<file path="config.mk">
export PLATFORM = sky130hd
export DESIGN_NAME = fifo_pkt_writer_flat
export DESIGN_NICKNAME = d
export VERILOG_FILES = /design/src/rtl/fifo_pkg.sv /design/src/rtl/fifo_pkt_writer_if.sv /design/src/rtl/fifo_wr_stage.sv /design/src/rtl/fifo_pkt_writer.sv /design/src/flat_wrapper.sv
export SDC_FILE = /design/constraint.sdc
export NUM_CORES = 1
export LEC_CHECK = 0
export ABC_CLOCK_PERIOD_IN_PS = 1400
export BUFFER_PORTS_ARGS = -buffer_cell sky130_fd_sc_hd__buf_2
export CORE_ASPECT_RATIO = 1.5
export CORE_MARGIN = 10
export CORE_UTILIZATION = 35
export DETAILED_ROUTE_END_ITERATION = 8
export PLACE_DENSITY = 0.63
export SKIP_CTS_REPAIR_TIMING = 1
export SYNTH_ARGS = -nofsm -noshare
export SYNTH_HDL_FRONTEND = slang
export SYNTH_HIERARCHICAL = 1
export SYNTH_SLANG_ARGS = --single-unit
</file>
<file path="constraint.sdc">
create_clock -name clk_w -period 1.4 [get_ports clk_w]
set_input_delay 0.21 -clock clk_w [delete_from_list [all_inputs] [get_ports clk_w]]
set_output_delay 0.21 -clock clk_w [all_outputs]
set_load 0.05 [all_outputs]
</file>
<file path="src/rtl/fifo_pkg.sv">
// Shared types and helpers for the async_fifo write/read side logic.
package fifo_pkg;

    typedef enum logic {
        S_DATA = 1'b0,
        S_TRL  = 1'b1
    } wr_state_e;

    localparam int SEQ_W_DEF = 2;

    // Trailer layout: sequence number in the top bits, length below it.
    function automatic logic [31:0] trl_word(
        input logic [31:0] seq,
        input logic [31:0] len,
        input int          dw,
        input int          sw
    );
        logic [31:0] mask;
        mask = (32'd1 << (dw - sw)) - 32'd1;
        return (seq << (dw - sw)) | (len & mask);
    endfunction

endpackage

</file>
<file path="src/rtl/fifo_pkt_writer_if.sv">
// Upstream word stream plus async_fifo write-port bundle.
interface fifo_pkt_writer_if #(
    parameter int DATA_WIDTH = 8
);
    logic                  s_valid;
    logic                  s_ready;
    logic [DATA_WIDTH-1:0] s_data;
    logic                  s_last;
    logic                  full;
    logic                  wr_en;
    logic [DATA_WIDTH-1:0] data_in;
    logic                  pkt_err;

    modport slave (
        input  s_valid, s_data, s_last, full,
        output s_ready, wr_en, data_in, pkt_err
    );

    modport master (
        output s_valid, s_data, s_last, full,
        input  s_ready, wr_en, data_in, pkt_err
    );
endinterface

</file>
<file path="src/rtl/fifo_wr_stage.sv">
// One-entry output register: load, pop or hold, with valid flag.
module fifo_wr_stage #(
    parameter int W = 8
) (
    input  logic         clk_w,
    input  logic         rst,
    input  logic         load_i,
    input  logic         pop_i,
    input  logic [W-1:0] din_i,
    output logic         vld_o,
    output logic [W-1:0] dat_o
);
    logic         vld_q, vld_d;
    logic [W-1:0] dat_q, dat_d;

    always_comb begin
        vld_d = vld_q;
        dat_d = dat_q;
        if (load_i) begin
            vld_d = 1'b1;
            dat_d = din_i;
        end else if (pop_i) begin
            vld_d = 1'b0;
        end
    end

    always_ff @(posedge clk_w or posedge rst) begin
        if (rst) begin
            vld_q <= 1'b0;
            dat_q <= '0;
        end else begin
            vld_q <= vld_d;
            dat_q <= dat_d;
        end
    end

    assign vld_o = vld_q;
    assign dat_o = dat_q;
endmodule

</file>
<file path="src/rtl/fifo_pkt_writer.sv">
// Packet writer into async_fifo: payload words then a {seq,len} trailer.
// Define FIFO_WR_STATS_EN to add the pkt_cnt trailer counter port.
module fifo_pkt_writer
    import fifo_pkg::*;
#(
    parameter int DATA_WIDTH  = 8,
    parameter int SEQ_W       = SEQ_W_DEF,
    parameter int MAX_PKT_LEN = 63
) (
    input  logic               clk_w,
    input  logic               rst,
    fifo_pkt_writer_if.slave   bus
`ifdef FIFO_WR_STATS_EN
    ,
    output logic [15:0]        pkt_cnt
`endif
);
    localparam int LEN_W = $clog2(MAX_PKT_LEN + 1);

    wr_state_e             state_q, state_d;
    logic [LEN_W-1:0]      len_q, len_d;
    logic [SEQ_W-1:0]      seq_q, seq_d;
    logic                  err_q, err_d;
    logic                  out_vld, can_load, load, at_max;
    logic [DATA_WIDTH-1:0] out_dat, ld_dat, trl_w;

    // Stage can take a word when empty or when it drains this cycle.
    assign can_load    = !out_vld || !bus.full;
    assign bus.wr_en   = out_vld && !bus.full;
    assign bus.data_in = out_dat;
    assign bus.pkt_err = err_q;

    assign at_max = (len_q + LEN_W'(1)) == LEN_W'(MAX_PKT_LEN);
    assign trl_w  = DATA_WIDTH'(trl_word(32'(seq_q), 32'(len_q),
                                         DATA_WIDTH, SEQ_W));

    always_comb begin
        state_d     = state_q;
        len_d       = len_q;
        seq_d       = seq_q;
        err_d       = 1'b0;
        load        = 1'b0;
        ld_dat      = bus.s_data;
        bus.s_ready = 1'b0;
        unique case (state_q)
            S_DATA: begin
                bus.s_ready = can_load && !rst;
                if (bus.s_valid && bus.s_ready) begin
                    load  = 1'b1;
                    len_d = len_q + LEN_W'(1);
                    err_d = at_max && !bus.s_last;
                    if (bus.s_last || at_max) begin
                        state_d = S_TRL;
                    end
                end
            end
            // len_q holds the finished packet length here.
            S_TRL: begin
                if (can_load) begin
                    load    = 1'b1;
                    ld_dat  = trl_w;
                    seq_d   = seq_q + SEQ_W'(1);
                    len_d   = '0;
                    state_d = S_DATA;
                end
            end
        endcase
    end

    always_ff @(posedge clk_w or posedge rst) begin
        if (rst) begin
            state_q <= S_DATA;
            len_q   <= '0;
            seq_q   <= '0;
            err_q   <= 1'b0;
        end else begin
            state_q <= state_d;
            len_q   <= len_d;
            seq_q   <= seq_d;
            err_q   <= err_d;
        end
    end

    fifo_wr_stage #(
        .W(DATA_WIDTH)
    ) u_stage (
        .clk_w  (clk_w),
        .rst    (rst),
        .load_i (load),
        .pop_i  (bus.wr_en),
        .din_i  (ld_dat),
        .vld_o  (out_vld),
        .dat_o  (out_dat)
    );

`ifdef FIFO_WR_STATS_EN
    logic        trl_q;
    logic [15:0] cnt_q;

    always_ff @(posedge clk_w or posedge rst) begin
        if (rst) begin
            trl_q <= 1'b0;
            cnt_q <= '0;
        end else begin
            if (load) begin
                trl_q <= (state_q == S_TRL);
            end
            if (bus.wr_en && trl_q) begin
                cnt_q <= cnt_q + 16'd1;
            end
        end
    end

    assign pkt_cnt = cnt_q;
`endif
endmodule

</file>
<file path="src/flat_wrapper.sv">
// flat-port wrapper written by rule: the top's interface ports become plain ports
module fifo_pkt_writer_flat import fifo_pkg::*;
#(
    parameter int DATA_WIDTH  = 8,
    parameter int SEQ_W       = SEQ_W_DEF,
    parameter int MAX_PKT_LEN = 63
)
  (clk_w, rst, bus_s_valid, bus_s_data, bus_s_last, bus_full, bus_s_ready, bus_wr_en, bus_data_in, bus_pkt_err);
  fifo_pkt_writer_if #(.DATA_WIDTH(DATA_WIDTH)) bus_i ();
  input  logic clk_w;
  input  logic rst;
  input wire logic [$bits(bus_i.s_valid)-1:0] bus_s_valid;
  input wire logic [$bits(bus_i.s_data)-1:0] bus_s_data;
  input wire logic [$bits(bus_i.s_last)-1:0] bus_s_last;
  input wire logic [$bits(bus_i.full)-1:0] bus_full;
  output wire logic [$bits(bus_i.s_ready)-1:0] bus_s_ready;
  output wire logic [$bits(bus_i.wr_en)-1:0] bus_wr_en;
  output wire logic [$bits(bus_i.data_in)-1:0] bus_data_in;
  output wire logic [$bits(bus_i.pkt_err)-1:0] bus_pkt_err;
  assign bus_i.s_valid = bus_s_valid;
  assign bus_i.s_data = bus_s_data;
  assign bus_i.s_last = bus_s_last;
  assign bus_i.full = bus_full;
  assign bus_s_ready = bus_i.s_ready;
  assign bus_wr_en = bus_i.wr_en;
  assign bus_data_in = bus_i.data_in;
  assign bus_pkt_err = bus_i.pkt_err;
  fifo_pkt_writer #(.DATA_WIDTH(DATA_WIDTH), .SEQ_W(SEQ_W), .MAX_PKT_LEN(MAX_PKT_LEN)) u_core (.clk_w(clk_w), .rst(rst), .bus(bus_i));
endmodule
</file>
# Word level (Yosys, flattened, before mapping)
# Index checks and enable logic that the tools add are counted.
# Widths: inputs -> output; s select.
[word_totals] ff_bits=19 in_bits=13 output_inout_bits=11 wordCells=43
[classes] addsub=2 n_eq_ne=3 mux=17 bitwise_logic=2 reduce_logical=13
[ops] cell="$mux 8" count=2
[ops] cell="$mux 6" count=2
[ops] cell="$pmux 6 s2" count=1
[ops] cell="$mux 1" count=10
[ops] cell="$or 8x6->8" count=1
[ops] cell="$add 6x1->6 const B" count=1
[ops] cell="$eq 6x6->1 const B" count=1
[ops] cell="$logic_and 1x1->1" count=4
[ops] cell="$logic_not 1->1" count=4
[ops] cell="$pmux 1 s2" count=2
[ops] cell="$reduce_and 2->1" count=2
[ops] cell="$add 2x1->2 const B" count=1
[ops] cell="$logic_or 1x1->1" count=2
[ops] cell="$ne 2x1->1 const B" count=1
[ops] cell="$ne 2x2->1 const B" count=1
[ops] cell="$reduce_bool 2->1" count=1
[ops] cell="$not 1->1" count=1

# Longest topological paths before layout
[depth] ltp_word=7 ltp_mapped=6 mapped_depth_nobuf=5

# Modules after synthesis
# Netlist, hierarchy kept.
[modules_own_cells] module="fifo_pkt_writer" instances=1 cells_per_inst=73 area_each_um2=739.5 seq_area_each_um2=250.2
[modules_own_cells] module="fifo_wr_stage" instances=1 cells_per_inst=21 area_each_um2=372.9 seq_area_each_um2=225.2

# Worst setup path after synthesis
# Ideal clock, no wire load.
[synth_timing] path_kind="reg-to-reg" start="reg u_core.u_stage.vld_q, in the netlist u_core/u_stage/vld_o" end="reg u_core.u_stage.vld_q, in the netlist u_core/u_stage/vld_o" setup_ns=0.119 arrival_ns=1.491 required_time_ns=1.281 path_slack_ns=-0.210 path_stages_with_launch=4 n_path_buf=0 synth_period_minus_slack_ns=1.610 path_cell_list="dfrtp_1 -> nor2b_1 -> inv_1 -> a21o_2"
[synth_via] elab_cells_between_ends=10 classes_between="4 x mux; 6 x reduce/logical"
[synth_rtl] element="start, declared" line="fifo_wr_stage.sv:13" source="logic vld_q, vld_d;"
[synth_rtl] element="start signal, assigned" line="fifo_wr_stage.sv:32" source="vld_q <= vld_d;"
[synth_rtl] element="$logic_and 1x1->1" line="fifo_pkt_writer.sv:29" source="assign bus.wr_en = out_vld && !bus.full;"
[synth_rtl] element="via bus_wr_en" line="flat_wrapper.sv:17" source="output wire logic [$bits(bus_i.wr_en)-1:0] bus_wr_en;"
[synth_rtl] element="$reduce_bool 2->1 (no source line)"
# The timed path passes the listed nets, and every way through them passes these cells.
# A chain may end at the register's enable or synchronous reset.

# Worst setup path after layout
[layout_timing] start="reg u_core.u_stage.vld_q, in the netlist u_core/u_stage/vld_o" end="out bus_s_ready"
[layout_via] elab_chain_len=4
[layout_rtl] element="$logic_not 1->1" line="fifo_pkt_writer.sv:28" source="assign can_load = !out_vld || !bus.full;"
[layout_rtl] element="$logic_or 1x1->1" line="fifo_pkt_writer.sv:28"
[layout_rtl] element="$logic_and 1x1->1" line="fifo_pkt_writer.sv:47" source="bus.s_ready = can_load && !rst;"
[layout_rtl] element="$mux 1" line="fifo_pkt_writer.sv:45" source="unique case (state_q)"
[layout_rtl] element="end, declared" line="flat_wrapper.sv:16" source="output wire logic [$bits(bus_i.s_ready)-1:0] bus_s_ready;"
# Every way passes these cells.

==> results.sh <==
export IMPL_multi_input_area_sq_um=634
export IMPL_antenna_found_initial=0
export IMPL_die_area_sq_um=5880
export IMPL_die_h_microns=89.0
export IMPL_overflow=0
export IMPL_cp_depth=4
export IMPL_synth_area_sq_um=1110
export IMPL_insertion_delay_ps=250
export IMPL_drt_wirelength_per_cell_microns=15.3
export IMPL_crit_family="flip-flops"
export IMPL_slowest_delay_ps=400
export IMPL_n_fill_cell=278
export IMPL_p_leak_nw=0.705
export IMPL_ff_latch_area_sq_um=479
export IMPL_routed_via_density=5.09
export IMPL_setup_viol=8
export IMPL_clock_sinks=19
export IMPL_ant_nets=0
export IMPL_routabilityCongestion=0.784
export IMPL_routed_wl_microns=2650
export IMPL_final_hold_viol_count=10
export IMPL_critPathKind="reg -> out"
export IMPL_crit_buf_inv=2
export IMPL_avgSynthCellArea_sq_um=11.8
export IMPL_endpoint_kind="output pin"
export IMPL_violations="hold timing, setup timing"
export IMPL_hold_path_class="in -> async"
export IMPL_grt_pass1_wl_microns=4310
export IMPL_cap_viol_max_count=0
export IMPL_dieWidth_microns=66.0
export IMPL_final_util_pct=49.8
export IMPL_vdd_drop_max_mv=1.56
export IMPL_arrival_ps=1260
export IMPL_cts_tree="done"
export IMPL_synth_seq_cells=19
export IMPL_holdWs_ps=-23.5
export IMPL_dr_pass1_iters=4
export IMPL_drc=0
export IMPL_yosysWarnings=6
export IMPL_path_clk_slew_ps=70
export IMPL_fmax_mhz=681
export IMPL_row_count=25
export IMPL_fin_setup_tns_ps=-108
export IMPL_powerDensity_nw_per_um2=1960
export IMPL_initial_utilization_pct=35.9
export IMPL_fin_crit_ps=1470
export IMPL_critPathSlowestCell="dfrtp_1"
export IMPL_critPathRequiredTime_ps=1190
export IMPL_dp_slack_ps=-18.1
export IMPL_crit_reg2reg_launch="u_core/u_stage/vld_o"
export IMPL_start_kind="flip-flop"
export IMPL_grt_use_total_pct=9.20
export IMPL_rrSetupSlack_ps=-10
export IMPL_final_common_cell="buf_2"
export IMPL_synth_seq_area_share_pct=42.7
export IMPL_finalClockSkew_ps=1.22
export IMPL_slew_viol_final=0
export IMPL_grt_pass1_vias=950
export IMPL_vias=881
export IMPL_n_antenna_cell=0
export IMPL_tightest_slew_ps=403
export IMPL_dp_hpwl_microns=2010
export IMPL_synth_distinct_cells=38
export IMPL_cp_max_fo=6
export IMPL_path_cells="buf_6 -> a21oi_4 -> and2_4 -> buf_8"
export IMPL_synth_nets=109
export IMPL_fin_ws_ps=-67.4
export IMPL_grt_max_degree=16
export IMPL_rsz0062_at_grt="yes"
export IMPL_clk_path_buf_depth=2
export IMPL_htree_levels=1
export IMPL_ios=24
export IMPL_reg2reg_to="u_core/u_stage/dat_o[3]"
export IMPL_clock_root_buffer="clkbuf_8"
export IMPL_drive_gt1_share_pct=60.2
export IMPL_syn_inst=94
export IMPL_first_iter_violations=11
export IMPL_slew_limit_headroom_pct=73.1
export IMPL_reg2regPathDepth=4
export IMPL_cts_made_buffers=3
export IMPL_io_buffers=23
export IMPL_core_region_area_sq_um=3100
export IMPL_fin_crit_sh_pct=105
export IMPL_final_cell_mix="buf_2 (21), mux2_4 (16), dfrtp_1 (16)"
export IMPL_areaGrowthSynthToFinish_pct=38.6
export IMPL_finalNetCount=149
export IMPL_status="finished, violations left"
metal layers:
metal | GRT usage [%] | routed length, microns | vias to the layer above
li1 | - | - | 416
met1 | 10.4 | 1080 | 435
met2 | 15.7 | 1420 | 28
met4 | 3.63 | 10 | 0
met5 | 0 | 0 | -
met3 | 2.76 | 135 | 2
where the power goes:
part           internal (mW)  switching, mW
Clock                  0.198          0.176
Combinational          0.714          0.911
Sequential             0.787          0.240
Total                   1.70           1.33
synthesized netlist by cell type:
master	n	area share, %
dfrtp_1	19	43
inv_1	10	3.4
mux2_4	9	12
mux2_2	7	7.1
nand3_1	5	2.2
nand2_1	3	1.0
nand2b_1	3	1.7
o221ai_1	3	2.4
a31oi_1	2	1.1
buf_2	2	0.90
buf_6	2	2.0
ha_1	2	2.2
o21ai_0	2	0.90
a2111o_1	1	1.0
a2111oi_2	1	1.3
a211oi_1	1	0.68
a211oi_2	1	1.1
a21boi_1	1	0.68
a21o_2	1	0.79
a21oi_2	1	0.79
a22oi_2	1	1.1
and2_1	1	0.56
and3_1	1	0.56
and3_4	1	1.0
buf_4	1	0.68
nand4_1	1	0.56
nor2b_1	1	0.56
nor2b_2	1	0.79
nor3_1	1	0.45
nor3b_1	1	0.68
o2111ai_1	1	0.79
o211ai_2	1	1.1
o22ai_1	1	0.56
or2b_1	1	0.68
or3_1	1	0.56
xnor2_1	1	0.79
xor2_1	1	0.79
xor2_2	1	1.5
kinds of logic (layout without fill, tap and decap cells):
family          count (synthesis)  after routing  share of synthesized area, %
compound gates                 18             18                          14.4
xor+xnor                        3              3                          3.04
fa+ha+maj                       2              2                          2.25
buf+inv                        15             54                          6.97
flops                          19             19                          42.7
mux                            16             16                          19.2
simple gates                   21             21                          11.4
worst max path at each step:
stage	from	endpoint	slack, ps
after floorplan	u_core/state_q	u_core/u_stage/dat_o[0]	-30
final	u_core/u_stage/vld_o	bus_s_ready	-70
after global routing	u_core/u_stage/vld_o	bus_s_ready	-120
after detailed placement	u_core/u_stage/vld_o	u_core/u_stage/dat_o[2]	-20
after global placement	u_core/u_stage/vld_o	u_core/u_stage/dat_o[5]	-5
after CTS	u_core/u_stage/vld_o	bus_s_ready	-200
metrics by stage:
| stage | hold slack, ps | cells | instance area (sq um) | power, mW |
|---|---|---|---|---|
| after floorplan | 37.9 | 94 | 1130 | 2.05 |
| after global placement | 227 | 163 | 1350 | 2.42 |
| after detailed placement | 231 | 163 | 1350 | 2.46 |
| after CTS | -49.1 | 167 | 1400 | 2.85 |
| after global routing | 11.1 | 173 | 1540 | 3.22 |
| final | -23.5 | 173 | 1540 | 3.03 |
flip-flops by register name, summed over array words and instances, names as in the netlist:
register and flops:
u_core/state_q 1, u_core/u_stage/dat_o 8, u_core/u_stage/vld_o 1, u_core/seq_q 2, u_core/bus.pkt_err 1, u_core/len_q 6
area by class of cell:
cell class | instances | share of cell area, %
clock buffers | 3 | 2.68
clock inverters | 1 | 0.325
repair buffers | 40 | 19.1
multi-input cells | 60 | 41.2
flip-flops and latches | 19 | 31.1
inverters | 10 | 2.44
well taps | 40 | 3.25
Power figures use the tool's default switching activity.
